[src/rtl/whack_pkg.sv]
// ============================================================================
// Module : whack_pkg
// Brief  : Shared types, seven-segment constants and BCD helpers for the
//          whack-a-mole game/score stage.
// Rev    : 1.0 - initial release
// ============================================================================
`default_nettype none

package whack_pkg;

    typedef enum logic [1:0] {
        ST_IDLE = 2'd0,
        ST_RUN  = 2'd1,
        ST_END  = 2'd2
    } state_t;

    typedef logic [3:0] bcd_t;
    typedef logic [6:0] seg_t;

    // Active-low, bit0 = segment a ... bit6 = segment g
    localparam seg_t c_SEG_BLANK = 7'b1111111;
    localparam seg_t c_SEG_0     = 7'b1000000;
    localparam seg_t c_SEG_1     = 7'b1111001;
    localparam seg_t c_SEG_2     = 7'b0100100;
    localparam seg_t c_SEG_3     = 7'b0110000;
    localparam seg_t c_SEG_4     = 7'b0011001;
    localparam seg_t c_SEG_5     = 7'b0010010;
    localparam seg_t c_SEG_6     = 7'b0000010;
    localparam seg_t c_SEG_7     = 7'b1111000;
    localparam seg_t c_SEG_8     = 7'b0000000;
    localparam seg_t c_SEG_9     = 7'b0010000;

    function automatic bcd_t bcd_clamp(input bcd_t d);
        return (d > 4'd9) ? 4'd9 : d;
    endfunction

    // Three packed BCD digits {hundreds, tens, units}, saturating at 999
    function automatic logic [11:0] bcd3_inc(input logic [11:0] v);
        logic [11:0] r;
        r = v;
        if (v != 12'h999) begin
            if (v[3:0] != 4'd9) begin
                r[3:0] = v[3:0] + 4'd1;
            end else begin
                r[3:0] = 4'd0;
                if (v[7:4] != 4'd9) begin
                    r[7:4] = v[7:4] + 4'd1;
                end else begin
                    r[7:4]  = 4'd0;
                    r[11:8] = v[11:8] + 4'd1;
                end
            end
        end
        return r;
    endfunction

    // Saturating at 000
    function automatic logic [11:0] bcd3_dec(input logic [11:0] v);
        logic [11:0] r;
        r = v;
        if (v != 12'h000) begin
            if (v[3:0] != 4'd0) begin
                r[3:0] = v[3:0] - 4'd1;
            end else begin
                r[3:0] = 4'd9;
                if (v[7:4] != 4'd0) begin
                    r[7:4] = v[7:4] - 4'd1;
                end else begin
                    r[7:4]  = 4'd9;
                    r[11:8] = v[11:8] - 4'd1;
                end
            end
        end
        return r;
    endfunction

endpackage

`default_nettype wire

[src/rtl/bcd_to_seg.sv]
// ============================================================================
// Module : bcd_to_seg
// Brief  : Combinational BCD digit to active-low seven-segment code; >9 blanks.
// Rev    : 1.0 - initial release
// ============================================================================
`default_nettype none

module bcd_to_seg
    import whack_pkg::*;
(
    input  logic [3:0] i_bcd,
    output logic [6:0] o_seg
);

    always_comb begin
        o_seg = c_SEG_BLANK;
        case (i_bcd)
            4'd0:    o_seg = c_SEG_0;
            4'd1:    o_seg = c_SEG_1;
            4'd2:    o_seg = c_SEG_2;
            4'd3:    o_seg = c_SEG_3;
            4'd4:    o_seg = c_SEG_4;
            4'd5:    o_seg = c_SEG_5;
            4'd6:    o_seg = c_SEG_6;
            4'd7:    o_seg = c_SEG_7;
            4'd8:    o_seg = c_SEG_8;
            4'd9:    o_seg = c_SEG_9;
            default: o_seg = c_SEG_BLANK;
        endcase
    end

endmodule

`default_nettype wire

[src/rtl/game_score_timer.sv]
// ============================================================================
// Module : game_score_timer
// Brief  : Countdown timer, BCD score and IDLE/RUN/END sequencing feeding the
//          seven-segment driver. Optional macro: SCORE_PENALTY_EN (miss scoring).
// Rev    : 1.0 - initial release
// ============================================================================
`default_nettype none

module game_score_timer
    import whack_pkg::*;
#(
    parameter int TICK_DIV = 100_000_000
)(
    input  logic       CLK100MHZ,
    input  logic       reset,
    input  logic       start,
    input  logic       hit,
    input  logic       miss,
    input  logic [3:0] time_set10,
    input  logic [3:0] time_set1,
    output logic       gamestart,
    output logic       gameend,
    output logic [6:0] score100,
    output logic [6:0] score10,
    output logic [6:0] score1,
    output logic [6:0] time10,
    output logic [6:0] time1,
    output logic       tick
);

    localparam int             c_PW        = (TICK_DIV > 2) ? $clog2(TICK_DIV) : 1;
    localparam logic [c_PW-1:0] c_PRESC_MAX = c_PW'(TICK_DIV - 1);

    state_t          r_state;
    state_t          w_state_nxt;
    logic [11:0]     r_score;
    bcd_t            r_time10;
    bcd_t            r_time1;
    logic [c_PW-1:0] r_presc;
    logic            r_tick;

    bcd_t w_set10;
    bcd_t w_set1;
    logic w_set_zero;
    logic w_wrap;
    logic w_last;
    logic w_up;
    logic w_dn;
    bcd_t w_disp10;
    bcd_t w_disp1;

    assign w_set10    = bcd_clamp(time_set10);
    assign w_set1     = bcd_clamp(time_set1);
    assign w_set_zero = (w_set10 == 4'd0) && (w_set1 == 4'd0);
    assign w_wrap     = (r_presc == c_PRESC_MAX);
    assign w_last     = (r_time10 == 4'd0) && (r_time1 == 4'd1);

`ifdef SCORE_PENALTY_EN
    assign w_up = hit & ~miss;
    assign w_dn = miss & ~hit;
`else
    logic w_unused_miss;
    assign w_unused_miss = miss;
    assign w_up = hit;
    assign w_dn = 1'b0;
`endif

    always_ff @(posedge CLK100MHZ) begin
        if (reset) begin
            r_state <= ST_IDLE;
        end else begin
            r_state <= w_state_nxt;
        end
    end

    always_comb begin
        w_state_nxt = r_state;
        case (r_state)
            ST_IDLE: if (start) w_state_nxt = w_set_zero ? ST_END : ST_RUN;
            ST_RUN:  if (w_wrap && w_last) w_state_nxt = ST_END;
            ST_END:  if (start) w_state_nxt = ST_IDLE;
            default: w_state_nxt = ST_IDLE;
        endcase
    end

    always_ff @(posedge CLK100MHZ) begin
        if (reset) begin
            r_score  <= 12'h000;
            r_time10 <= 4'd0;
            r_time1  <= 4'd0;
            r_presc  <= '0;
            r_tick   <= 1'b0;
        end else begin
            r_tick <= 1'b0;
            case (r_state)
                ST_IDLE: begin
                    if (start) begin
                        r_time10 <= w_set10;
                        r_time1  <= w_set1;
                        r_score  <= 12'h000;
                        r_presc  <= '0;
                    end
                end
                ST_RUN: begin
                    if (w_wrap) begin
                        r_presc <= '0;
                        r_tick  <= 1'b1;
                        if (r_time1 == 4'd0) begin
                            r_time1  <= 4'd9;
                            r_time10 <= r_time10 - 4'd1;
                        end else begin
                            r_time1 <= r_time1 - 4'd1;
                        end
                    end else begin
                        r_presc <= r_presc + 1'b1;
                    end
                    if (w_up) begin
                        r_score <= bcd3_inc(r_score);
                    end else if (w_dn) begin
                        r_score <= bcd3_dec(r_score);
                    end
                end
                ST_END: begin
                    if (start) r_score <= 12'h000;
                end
                default: ;
            endcase
        end
    end

    // IDLE previews the requested game length; otherwise show the live count
    assign w_disp10 = (r_state == ST_IDLE) ? w_set10 : r_time10;
    assign w_disp1  = (r_state == ST_IDLE) ? w_set1  : r_time1;

    assign gamestart = (r_state != ST_IDLE);
    assign gameend   = (r_state == ST_END);
    assign tick      = r_tick;

    bcd_to_seg u_seg_s100 (.i_bcd(r_score[11:8]), .o_seg(score100));
    bcd_to_seg u_seg_s10  (.i_bcd(r_score[7:4]),  .o_seg(score10));
    bcd_to_seg u_seg_s1   (.i_bcd(r_score[3:0]),  .o_seg(score1));
    bcd_to_seg u_seg_t10  (.i_bcd(w_disp10),      .o_seg(time10));
    bcd_to_seg u_seg_t1   (.i_bcd(w_disp1),       .o_seg(time1));

endmodule

`default_nettype wire

[config.mk]
export PLATFORM = sky130hd
export DESIGN_NAME = game_score_timer
export DESIGN_NICKNAME = d
export VERILOG_FILES = /design/src/rtl/whack_pkg.sv /design/src/rtl/bcd_to_seg.sv /design/src/rtl/game_score_timer.sv
export SDC_FILE = /design/constraint.sdc
export NUM_CORES = 1
export LEC_CHECK = 0
export CAP_MARGIN = 15
export CORE_UTILIZATION = 35
export DETAILED_ROUTE_END_ITERATION = 6
export GPL_TIMING_DRIVEN = 0
export PLACE_DENSITY = 0.63
export SETUP_SLACK_MARGIN = 0.15
export SYNTH_ARGS = -nofsm -noshare
export SYNTH_HDL_FRONTEND = slang
export SYNTH_HIERARCHICAL = 1
export SYNTH_SLANG_ARGS = --single-unit
[constraint.sdc]
create_clock -name CLK100MHZ -period 7 [get_ports CLK100MHZ]
set_clock_uncertainty 0.05 [all_clocks]
set_input_delay 1.4 -clock CLK100MHZ [delete_from_list [all_inputs] [get_ports CLK100MHZ]]
set_output_delay 1.4 -clock CLK100MHZ [all_outputs]
set_load 0.03 [all_outputs]
Word-level counts from Yosys, hierarchy flattened
Memory sizes are Yosys's and may differ from the RTL's. A register that Yosys moved wholly into a read port is not among the register bits. Index checks and enable logic that the tools add are counted. Widths: inputs -> output; s select.

Output and inout bits: 38. Memories kept: 5. Register bits after elaboration: 50. Input port bits: 13. Bits in read-only memories: 560.

Memory list: (name not given) (depth 16, width 7, rd ports 1, clocked after memory_dff 1, write ports 0, RTL line bcd_to_seg.sv:17) `case (i_bcd)`; (name not given) (depth 16, width 7, rd ports 1, clocked after memory_dff 1, write ports 0, RTL line bcd_to_seg.sv:17); (name not given) (depth 16, width 7, rd ports 1, clocked after memory_dff 1, write ports 0, RTL line bcd_to_seg.sv:17); (name not given) (depth 16, width 7, rd ports 1, clocked after memory_dff 0, write ports 0, RTL line bcd_to_seg.sv:17); (name not given) (depth 16, width 7, rd ports 1, clocked after memory_dff 0, write ports 0, RTL line bcd_to_seg.sv:17).

$lt $le $gt $ge: 2. Eq/ne operators: 17. Reductions and logical operators: 20. Add/subtract/negate cells: 6. Bitwise operators: 1. Muxes and demuxes: 35.

Operators with widths (count): $mux 4 (19); $mux 27 (2); $pmux 27 s2 (1); $mux 12 (3); $add 27x1->27 const B (1); $eq 27x27->1 const B (1); $pmux 12 s2 (1); $ne 2x2->1 const B (9); $logic_not 4->1 (4); $pmux 4 s2 (2); $add 4x1->4 const B (3); $ne 12x12->1 const B (1); $gt 4x4->1 const B (2); $mux 2 (4); $mux 8 (1); $ne 4x4->1 const B (2); $reduce_and 4->1 (2); $sub 4x1->4 const B (2); $pmux 2 s3 (1); $reduce_and 3->1 (2); $reduce_and 6->1 (1); $reduce_bool 2->1 (3); $reduce_and 5->1 (1); $eq 4x1->1 const B (1); 9 further kinds (12).

Depth between registers and ports, before layout
Gate-level depths: netlist of run 1.

Word-level depth: 8. Depth in mapped cells: 12. Mapped depth without buffers: 9.

Cells and area by module
Netlist of run 1, hierarchy kept.

By module, submodules not included: game_score_timer (cells an instance 374, times used 1, sequential area each 1001.0 um^2, area an instance 2927.8 um^2); bcd_to_seg (cells an instance 33, times used 5, sequential area each 0.0 um^2, area an instance 210.2 um^2).

Worst setup path after synthesis of run 1
Ideal clock, no wire load.

Path kind: input -> output. From: input time_set1[3]. To: output time1[4]. Required time: 5.550 ns. Arrival time: 3.107 ns. Path buffers: 0. Stages: 8. Setup slack: 2.443 ns. Path through: inv_1 > nand2_1 > o21ai_0 > inv_1 > ha_1 > nand2_1 > o21ai_0 > o21ai_0.

Cells in the longest elaborated chain, start to end: 4.

Ends and longest elaborated chain: start, declared (RTL line game_score_timer.sv:20) `input logic [3:0] time_set1,`; $gt 4x4->1 (RTL line whack_pkg.sv:34) `return (d > 4'd9) ? 4'd9 : d;`; $mux 4 (RTL line whack_pkg.sv:34); $mux 4 (RTL line game_score_timer.sv:133) `assign w_disp1 = (r_state == ST_IDLE) ? w_set1 : r_time1;`; via w_disp1[1] (RTL line game_score_timer.sv:50) `bcd_t w_disp1;`; $mem_v2 16x7; end, declared (RTL line game_score_timer.sv:27) `output logic [6:0] time1,`.

The timed path passes the listed nets, and every way through them passes these cells.

Worst setup path after layout of run 1
From: input time_set1[3]. To: output time1[3].

Same word-level chain as after synthesis.

==> results of run 1 <==
==> cells in the final DEF, fill, tap and decap left out, types with 24 or more instances in the layout <==
cell / count
inv_1: 28
ha_1: 34
o21ai_0: 45
dfxtp_1: 50
nand3_1: 26
a21oi_1: 26
clkdlybuf4s50_1: 48
nand2_1: 51
nand2b_1: 24
nor2_1: 64
==> kinds of logic (layout without fill, tap and decap cells) <==
family	count (synthesis)	in the layout	share of synthesized area
AO/OA/AOI/OAI	126	126	0.201
XOR/XNOR	19	19	0.0418
adder cells (fa/ha/maj)	34	34	0.107
buffers and inverters	55	111	0.0657
flip-flops	50	50	0.252
multiplexers	2	2	0.00503
AND/OR/NAND/NOR	253	253	0.328
==> area by class of cell <==
class	count	share of cell area
multi-input cells	434	0.568
flip-flops and latches	50	0.209
repair buffers	48	0.100
well taps	140	0.0366
plain buffers	26	0.0319
clock buffers	5	0.0262
inverters	29	0.0228
clock inverters	3	0.00445
==> per-layer routing <==
metal | global-route usage | vias up
li1 | - | 2006
met1 | 0.201 | 1773
met5 | 0 | -
met3 | 0.0269 | 14
met4 | 0.0550 | 0
met2 | 0.292 | 80
==> power by group <==
part	total [mW]	switching (mW)	internal, mW
Clock	0.243	0.111	0.133
Combinational	0.387	0.239	0.147
Sequential	0.309	0.0141	0.295
==> final timing paths <==
path                                                 end  slack [ps]
worst min register to register  r_presc[23]$_SDFFE_PP0P_         430
worst min-delay path            r_presc[23]$_SDFFE_PP0P_         430
worst max register to register   r_presc[3]$_SDFFE_PP0P_        4610
worst max-delay path                            time1[3]        1290
==> registers in the layout, summed over array words and instances (netlist names) <==
name / cells
r_score: 12
r_time1: 4
r_time10: 4
r_state: 2
r_presc: 27
tick: 1
==> per-stage QoR <==
stage	power, mW	instances
5_1_grt	0.988	735
3_3_place_gp	0.695	727
2_1_floorplan	0.573	539
6_report	0.940	735
4_1_cts	0.945	735
3_5_place_dp	0.700	727
==> worst register-to-register path: stages (launching register included) <==
cell and delay [ps]:
dfxtp_1 390, or4b_4 520, nor4_2 520, a21oi_2 230
o21ai_4 320, buf_6 210, nor2_2 50
==> impl_metrics.yaml, run 1 <==
detailed_routing:
  met2_length_mm: 4.68
  drc_errors: 0
  top_layer_used: "met4"
  vias_per_cell: 5.27
  wl_met1_mm: 4.42
  drt_first_pass_iters: 4
  routed_wirelength_mm: 9.67
  detail_route.iter0.violations: 236
  ant_nets: 0
  wl_met3_um: 379
  wl_per_cell_um: 13.2
  dr_total_vias: 3873
finish:
  nNetsFinal: 641
  multi_input_comb_area_mm2: 0.00272
  final_util: 0.437
  syn2layout_area_growth_pct: 20.2
  final_cell_area_mm2: 0.00478
  fill_cells: 1095
  n_antenna_cell: 0
  drive_above_1_share: 0.0840
  regArea_mm2: 0.00100
power:
  p_leak_nw: 1.70
  p_per_area_mw_per_mm2: 197
  ir_drop_uv: 92.1
placement:
  routabilityCongestion: 0.913
  dpl_worst_slack_ps: 1310
  port_buffers: 48
  dp_hpwl_mm: 7.41
  placed_area_mm2: 0.00463
clocking:
  cts_root_buf: "clkbuf_16"
  postCtsSetupBuffers: 0
  hold_buffers: 0
  cts.repair.resized: 0
  clk_pin_slew_ps: 60
  cts_max_path_buffers: 2
  cts_sinks: 50
  cts_tree: "yes"
  ctsHtreeMaxLevel: 2
  numCtsBuffers: 5
  clock_latency_ps: 290
critical_path:
  critical_path.max_fanout: 6
  cp.arrival_ps: 4260
  path_buf_inv: 4
  worstSetupPathType: "in2out"
  r2r_cells: 6
  startpoint: "time_set1[3]"
  startpoint_type: "primary input"
  cp_num_cells: 10
  crit_family: "buffers and inverters"
  cp-end-kind: "output pin"
  max_stage_delay_ps: 600
  crit_required_ps: 5550
  cp_cell_sequence: "clkdlybuf4s50_1 -> inv_1 -> nand2_1 -> o21ai_0 -> inv_1 -> ha_1 -> or2_1 -> a21oi_2 -> a31oi_1 -> clkdlybuf4s50_1"
  reg2reg_from: "r_presc[9]$_SDFFE_PP0P_"
  crit_slowest_cell: "clkdlybuf4s50_1"
floorplan:
  rows: 38
  ioPinCount: 51
  core_area_mm2: 0.0109
  dieArea_mm2: 0.0118
  die_h_um: 109
  start_util: 0.364
  fp.dieW_um: 109
timing:
  final_hold_viol_count: 0
  tightest_slew_ps: 711
  rsz0062_at_grt: "no"
  fin_tns_setup_ps: 0
  whs_ps: 432
  period_minus_slack_ps: 5710
  setup_viol: 0
  maxSlewHeadroom: 0.521
  setup_slack_ps: 1290
  period_share: 0.816
  clock.fmax_mhz: 175
  drv_slew: 0
synthesis:
  yosysTopAreaCellShare: 0.252
  yosysTopAreaCell: "dfxtp_1"
  synth_cells: 539
  yosysSeqAreaShare: 0.252
  synthArstFlopShare: 0
  synthTopCellsByArea: "dfxtp_1 25%, ha_1 11%, nor2_1 6.0%"
  synth_most_common_cell: "nor2_1"
  synth_edf_count: 0
  yosysWarnings: 6
  synthFlopType: "dfxtp_1"
  ys_ff_latch: 50
  synth.distinct_cells: 61
  yosys-top-cells-count: "64 x nor2_1, 51 x nand2_1, 50 x dfxtp_1"
  post_synth.cell_area_avg_um2: 7.38
  syn_area_mm2: 0.00398
  syn-num-nets: 586
global_routing:
  grt-ovfl-total: 0
  track_usage: 0.165
  grt_max_degree: 17
  first_global_vias: 3550
  antenna_found_initial: 0
  grt_pass1_wl_mm: 16.0
run_status:
  status: "finished clean"
job:
  max_cap_viol_count: 0
min_path:
  hold_class: "reg2reg"
  hold_path_startpoint: "r_presc[23]$_SDFFE_PP0P_"
  min_path_cells: 1
No activity file was read; power rests on OpenSTA's default activity.
==> inputs of run 2 (changes only) <==
PLACE_DENSITY = 0.65   (was 0.63)
clock period = 4.8 ns   (was 7 ns; I/O delays follow)
==> run 2 against run 1 <==
Against the previous run: clock power increased by 56%; final area increased by 0.50%; via count increased by 2.0%; sequential share of layout area decreased by 0.10 points; sequential power increased by 46%; largest power group unchanged; worst setup slack got worse by 1100 ps; clock-buffer cell count unchanged; hold slack improved by 9.5 ps; largest cell class unchanged.
==> impl_metrics.yaml, run 2 (synthesis gave the netlist of run 1 again) <==
critical_path:
  r2r_cells: 6
  path_buf_inv: 3
  cp.arrival_ps: 3550
  cp_cell_sequence: "clkdlybuf4s50_1 -> or2_2 -> a21oi_1 -> o21ai_1 -> inv_1 -> ha_1 -> nand2_1 -> o21ai_0 -> o21ai_0 -> clkdlybuf4s50_1"
  startpoint_type: "primary input"
  cp-end-kind: "output pin"
  crit_slowest_cell: "clkdlybuf4s50_1"
  max_stage_delay_ps: 690
  crit_required_ps: 3790
  critical_path.max_fanout: 4
  cp_num_cells: 10
  crit_family: "buffers and inverters"
  worstSetupPathType: "in2out"
timing:
  tightest_slew_ps: 674
  period_minus_slack_ps: 4560
  whs_ps: 441
  setup_viol: 0
  clock.fmax_mhz: 219
  period_share: 0.951
  drv_slew: 0
  fin_tns_setup_ps: 0
  maxSlewHeadroom: 0.547
  final_hold_viol_count: 0
  rsz0062_at_grt: "yes"
job:
  max_cap_viol_count: 0
floorplan:
  core_area_mm2: 0.0109
  dieArea_mm2: 0.0118
  start_util: 0.364
  rows: 38
  fp.dieW_um: 109
  ioPinCount: 51
  die_h_um: 109
run_status:
  status: "finished clean"
clocking:
  clk_pin_slew_ps: 70
  cts_tree: "yes"
  cts_max_path_buffers: 2
  cts_sinks: 50
  ctsHtreeMaxLevel: 2
  hold_buffers: 0
  numCtsBuffers: 5
  cts_root_buf: "clkbuf_16"
  clock_latency_ps: 300
detailed_routing:
  dr_total_vias: 3952
  ant_nets: 0
  drc_errors: 0
  detail_route.iter0.violations: 234
  routed_wirelength_mm: 9.73
  drt_first_pass_iters: 4
  wl_per_cell_um: 13.2
  vias_per_cell: 5.38
global_routing:
  first_global_vias: 3655
  grt_pass1_wl_mm: 16.5
  antenna_found_initial: 0
  grt_max_degree: 19
  grt-ovfl-total: 0
  track_usage: 0.169
placement:
  port_buffers: 48
  dp_hpwl_mm: 7.42
  routabilityCongestion: 0.901
finish:
  syn2layout_area_growth_pct: 20.8
  final_cell_mix: "63 x nor2_1, 51 x nand2_1, 50 x dfxtp_1"
  final_common_cell: "nor2_1"
  regMostFlops: "r_presc"
  fill_cells: 1113
  top_regs: "r_presc x27, r_score x12"
  largest_reg_flops: 27
  drive_above_1_share: 0.0908
  nNetsFinal: 641
  n_antenna_cell: 0
power:
  p_per_area_mw_per_mm2: 291
  ir_drop_uv: 149
  p_leak_nw: 1.75
min_path:
  min_path_cells: 2
  hold_class: "reg2reg"
## run 2: area by class of cell
type | instances | area (um2) | share of cell area
well taps | 140 | 175 | 0.0365
clock inverters | 3 | 28.8 | 0.00599
repair buffers | 48 | 488 | 0.102
clock buffers | 5 | 125 | 0.0260
flip-flops and latches | 50 | 1000 | 0.208
plain buffers | 26 | 155 | 0.0323
multi-input cells | 434 | 2720 | 0.567
inverters | 29 | 109 | 0.0227
## run 2: path summary, 6_finish.rpt
path                                            endpoint                startpoint  slack, ps
worst max-delay path                            time1[4]              time_set1[2]        240
worst min-delay path            r_presc[24]$_SDFFE_PP0P_  r_presc[24]$_SDFFE_PP0P_        440
worst min register to register  r_presc[24]$_SDFFE_PP0P_  r_presc[24]$_SDFFE_PP0P_        440
worst max register to register   r_presc[5]$_SDFFE_PP0P_   r_presc[9]$_SDFFE_PP0P_       2420
## run 2: repair_timing
item	4_1_cts	5_1_grt
gates resized for setup	5	6
setup buffers	0	0
endpoints found under the setup margin	12	11
gates cloned	0	0
## run 2: layer usage
metal,wire [um],vias to the layer above,track usage,part of all wire
li1,-,2011,-,-
met2,4830,97,0.297,0.50
met4,82,0,0.0463,0.0084
met5,0,-,0,0
met1,4440,1836,0.212,0.46
met3,385,8,0.0293,0.040
## run 2: worst min-delay path: stages (launching register included)
cell	delay [ps]
dfxtp_1	340
nand2_1	60
nand2_1	40
## run 2: through the flow
| step | worst slack [ps] | cells | instance area, um2 | util | total power, mW |
|---|---|---|---|---|---|
| after global placement | 70.9 | 727 | 4630 | 0.424 | 1.01 |
| after global routing | 69.1 | 735 | 4800 | 0.439 | 1.48 |
| after detailed placement | 59.6 | 727 | 4630 | 0.424 | 1.02 |
| after CTS | 206 | 735 | 4790 | 0.438 | 1.40 |
| final | 236 | 735 | 4800 | 0.439 | 1.40 |
| after floorplan | 783 | 539 | 3980 | - | 0.836 |
## run 2: report_power, final
group	internal (mW)	switching, mW	total, mW
clock network	0.200	0.177	0.378
registers	0.431	0.0206	0.451
logic	0.216	0.351	0.567
total	0.847	0.549	1.40
==> inputs of run 3 (changes only) <==
DONT_BUFFER_PORTS = 1   (was unset)
PLACE_DENSITY = 0.59   (was 0.65)
==> run 3 against run 2 <==
Against the previous run: first-iteration DRC count fell by 17%; utilization fell by 4.5 points; hold slack got worse by 12 ps; largest cell class unchanged.
==> impl_metrics.yaml, run 3 (synthesis gave the netlist of run 1 again) <==
critical_path:
  crit_top_cell: "o21ai_0"
  max_stage_delay_ps: 410
  cp.arrival_ps: 3390
  startpoint_type: "flop"
  crit_slowest_cell: "clkbuf_1"
  r2r_setup_slack_ps: 2500
  crit_required_ps: 3790
  crit_family: "buffers and inverters"
  cp_cell_sequence: "clkbuf_1 -> clkbuf_1 -> nor2_2 -> inv_1 -> clkbuf_2 -> nand2_1 -> o21ai_0 -> inv_1 -> ha_1 -> o21ai_0 -> o21ai_0"
  cp-end-kind: "output pin"
  path_buf_inv: 5
  worstSetupPathType: "reg2out"
  critical_path.max_fanout: 10
floorplan:
  rows: 38
  core_area_mm2: 0.0109
  dieArea_mm2: 0.0118
  ioPinCount: 51
  start_util: 0.364
  die_h_um: 109
  fp.dieW_um: 109
finish:
  largest_reg_flops: 27
  syn2layout_area_growth_pct: 8.49
  top_regs: "r_presc x27, r_score x12"
  nNetsFinal: 593
  drive_above_1_share: 0.0987
  n_antenna_cell: 0
  final_util: 0.395
  final_common_cell: "nor2_1"
  multi_input_comb_area_mm2: 0.00273
  regMostFlops: "r_presc"
  final_cell_mix: "63 x nor2_1, 51 x nand2_1, 50 x dfxtp_1"
  fill_cells: 1145
  regArea_mm2: 0.00100
  instances_no_fill: 687
clocking:
  cts_tree: "yes"
  cts_max_path_buffers: 2
  clk_pin_slew_ps: 70
  cts_root_buf: "clkbuf_16"
  clock_latency_ps: 290
  ctsHtreeMaxLevel: 2
  cts_sinks: 50
  numCtsBuffers: 5
detailed_routing:
  drt_first_pass_iters: 4
  detail_route.iter0.violations: 194
  ant_nets: 0
  vias_per_cell: 5.40
  drc_errors: 0
  routed_wirelength_mm: 9.55
  wl_per_cell_um: 13.9
  dr_total_vias: 3712
placement:
  dp_hpwl_mm: 7.32
  placedCellCount: 679
  port_buffers: 0
  routabilityCongestion: 0.818
global_routing:
  antenna_found_initial: 0
  grt-ovfl-total: 0
  track_usage: 0.159
  grt_max_degree: 18
  first_global_vias: 3215
  grt_pass1_wl_mm: 15.3
timing:
  setup_viol: 0
  period_share: 0.916
  rsz0062_at_grt: "no"
  maxSlewHeadroom: 0.340
  fin_tns_setup_ps: 0
  clock.fmax_mhz: 228
  final_hold_viol_count: 0
  drv_slew: 0
  tightest_slew_ps: 979
  period_minus_slack_ps: 4400
power:
  p_per_area_mw_per_mm2: 296
  ir_drop_uv: 141
  p_leak_nw: 1.52
job:
  max_cap_viol_count: 0
min_path:
  hold_class: "reg2reg"
run_status:
  status: "finished clean"
-- run 3: path summary, 6_finish.rpt --
| check | from | to | cells after the start |
|---|---|---|---|
| setup reg to reg | r_presc[9]$_SDFFE_PP0P_ | r_presc[6]$_SDFFE_PP0P_ | 6 |
| setup / recovery | r_state[0]$_SDFFE_PP0P_ | time1[1] | 11 |
| hold / removal | r_presc[24]$_SDFFE_PP0P_ | r_presc[24]$_SDFFE_PP0P_ | 2 |
| hold reg to reg | r_presc[24]$_SDFFE_PP0P_ | r_presc[24]$_SDFFE_PP0P_ | 2 |
-- run 3: through the flow --
stage | hold slack, ps | area [um2] | total power [mW] | setup WS [ps]
floorplan | 396 | 3980 | 0.836 | 783
global placement | 414 | 4150 | 0.909 | -38.8
detailed placement | 425 | 4150 | 0.917 | -62.0
CTS | 433 | 4300 | 1.28 | 202
global route | 470 | 4320 | 1.35 | 154
finish | 430 | 4320 | 1.28 | 405
-- run 3: area by class of cell --
| class | instances | area share |
|---|---|---|
| Clock inverter | 3 | 0.00551 |
| Sequential cell | 50 | 0.232 |
| Clock buffer | 5 | 0.0290 |
| Tap cell | 140 | 0.0406 |
| Multi-Input combinational cell | 434 | 0.632 |
| Inverter | 29 | 0.0252 |
| Buffer | 26 | 0.0357 |
-- run 3: layer usage --
metal | vias to the layer above | wire length, um | global-route usage
li1 | 1915 | - | -
met1 | 1724 | 4410 | 0.200
met2 | 67 | 4660 | 0.285
met3 | 6 | 432 | 0.0281
met4 | 0 | 53 | 0.0261
met5 | - | 0 | 0
-- run 3: repair_timing --
action	in CTS	in global routing
endpoints found under the setup margin	8	9
gates resized for setup	4	3
hold buffers	0	0
buffers inserted	0	0
-- run 3: worst reg2reg max path, cell delays in order (launching register included) --
cell and delay [ps]:
dfxtp_1 380, or4b_4 520, nor4_2 440, a21oi_2 220, o21ai_4 320, buf_6 210, nor2_1 60
-- run 3: power breakdown --
group / total (mW) / internal [mW] / switching [mW] / leakage (nW)
combinational: 0.465 / 0.130 / 0.335 / 1.05
clock: 0.362 / 0.195 / 0.167 / 0.0664
sequential: 0.450 / 0.431 / 0.0198 / 0.405
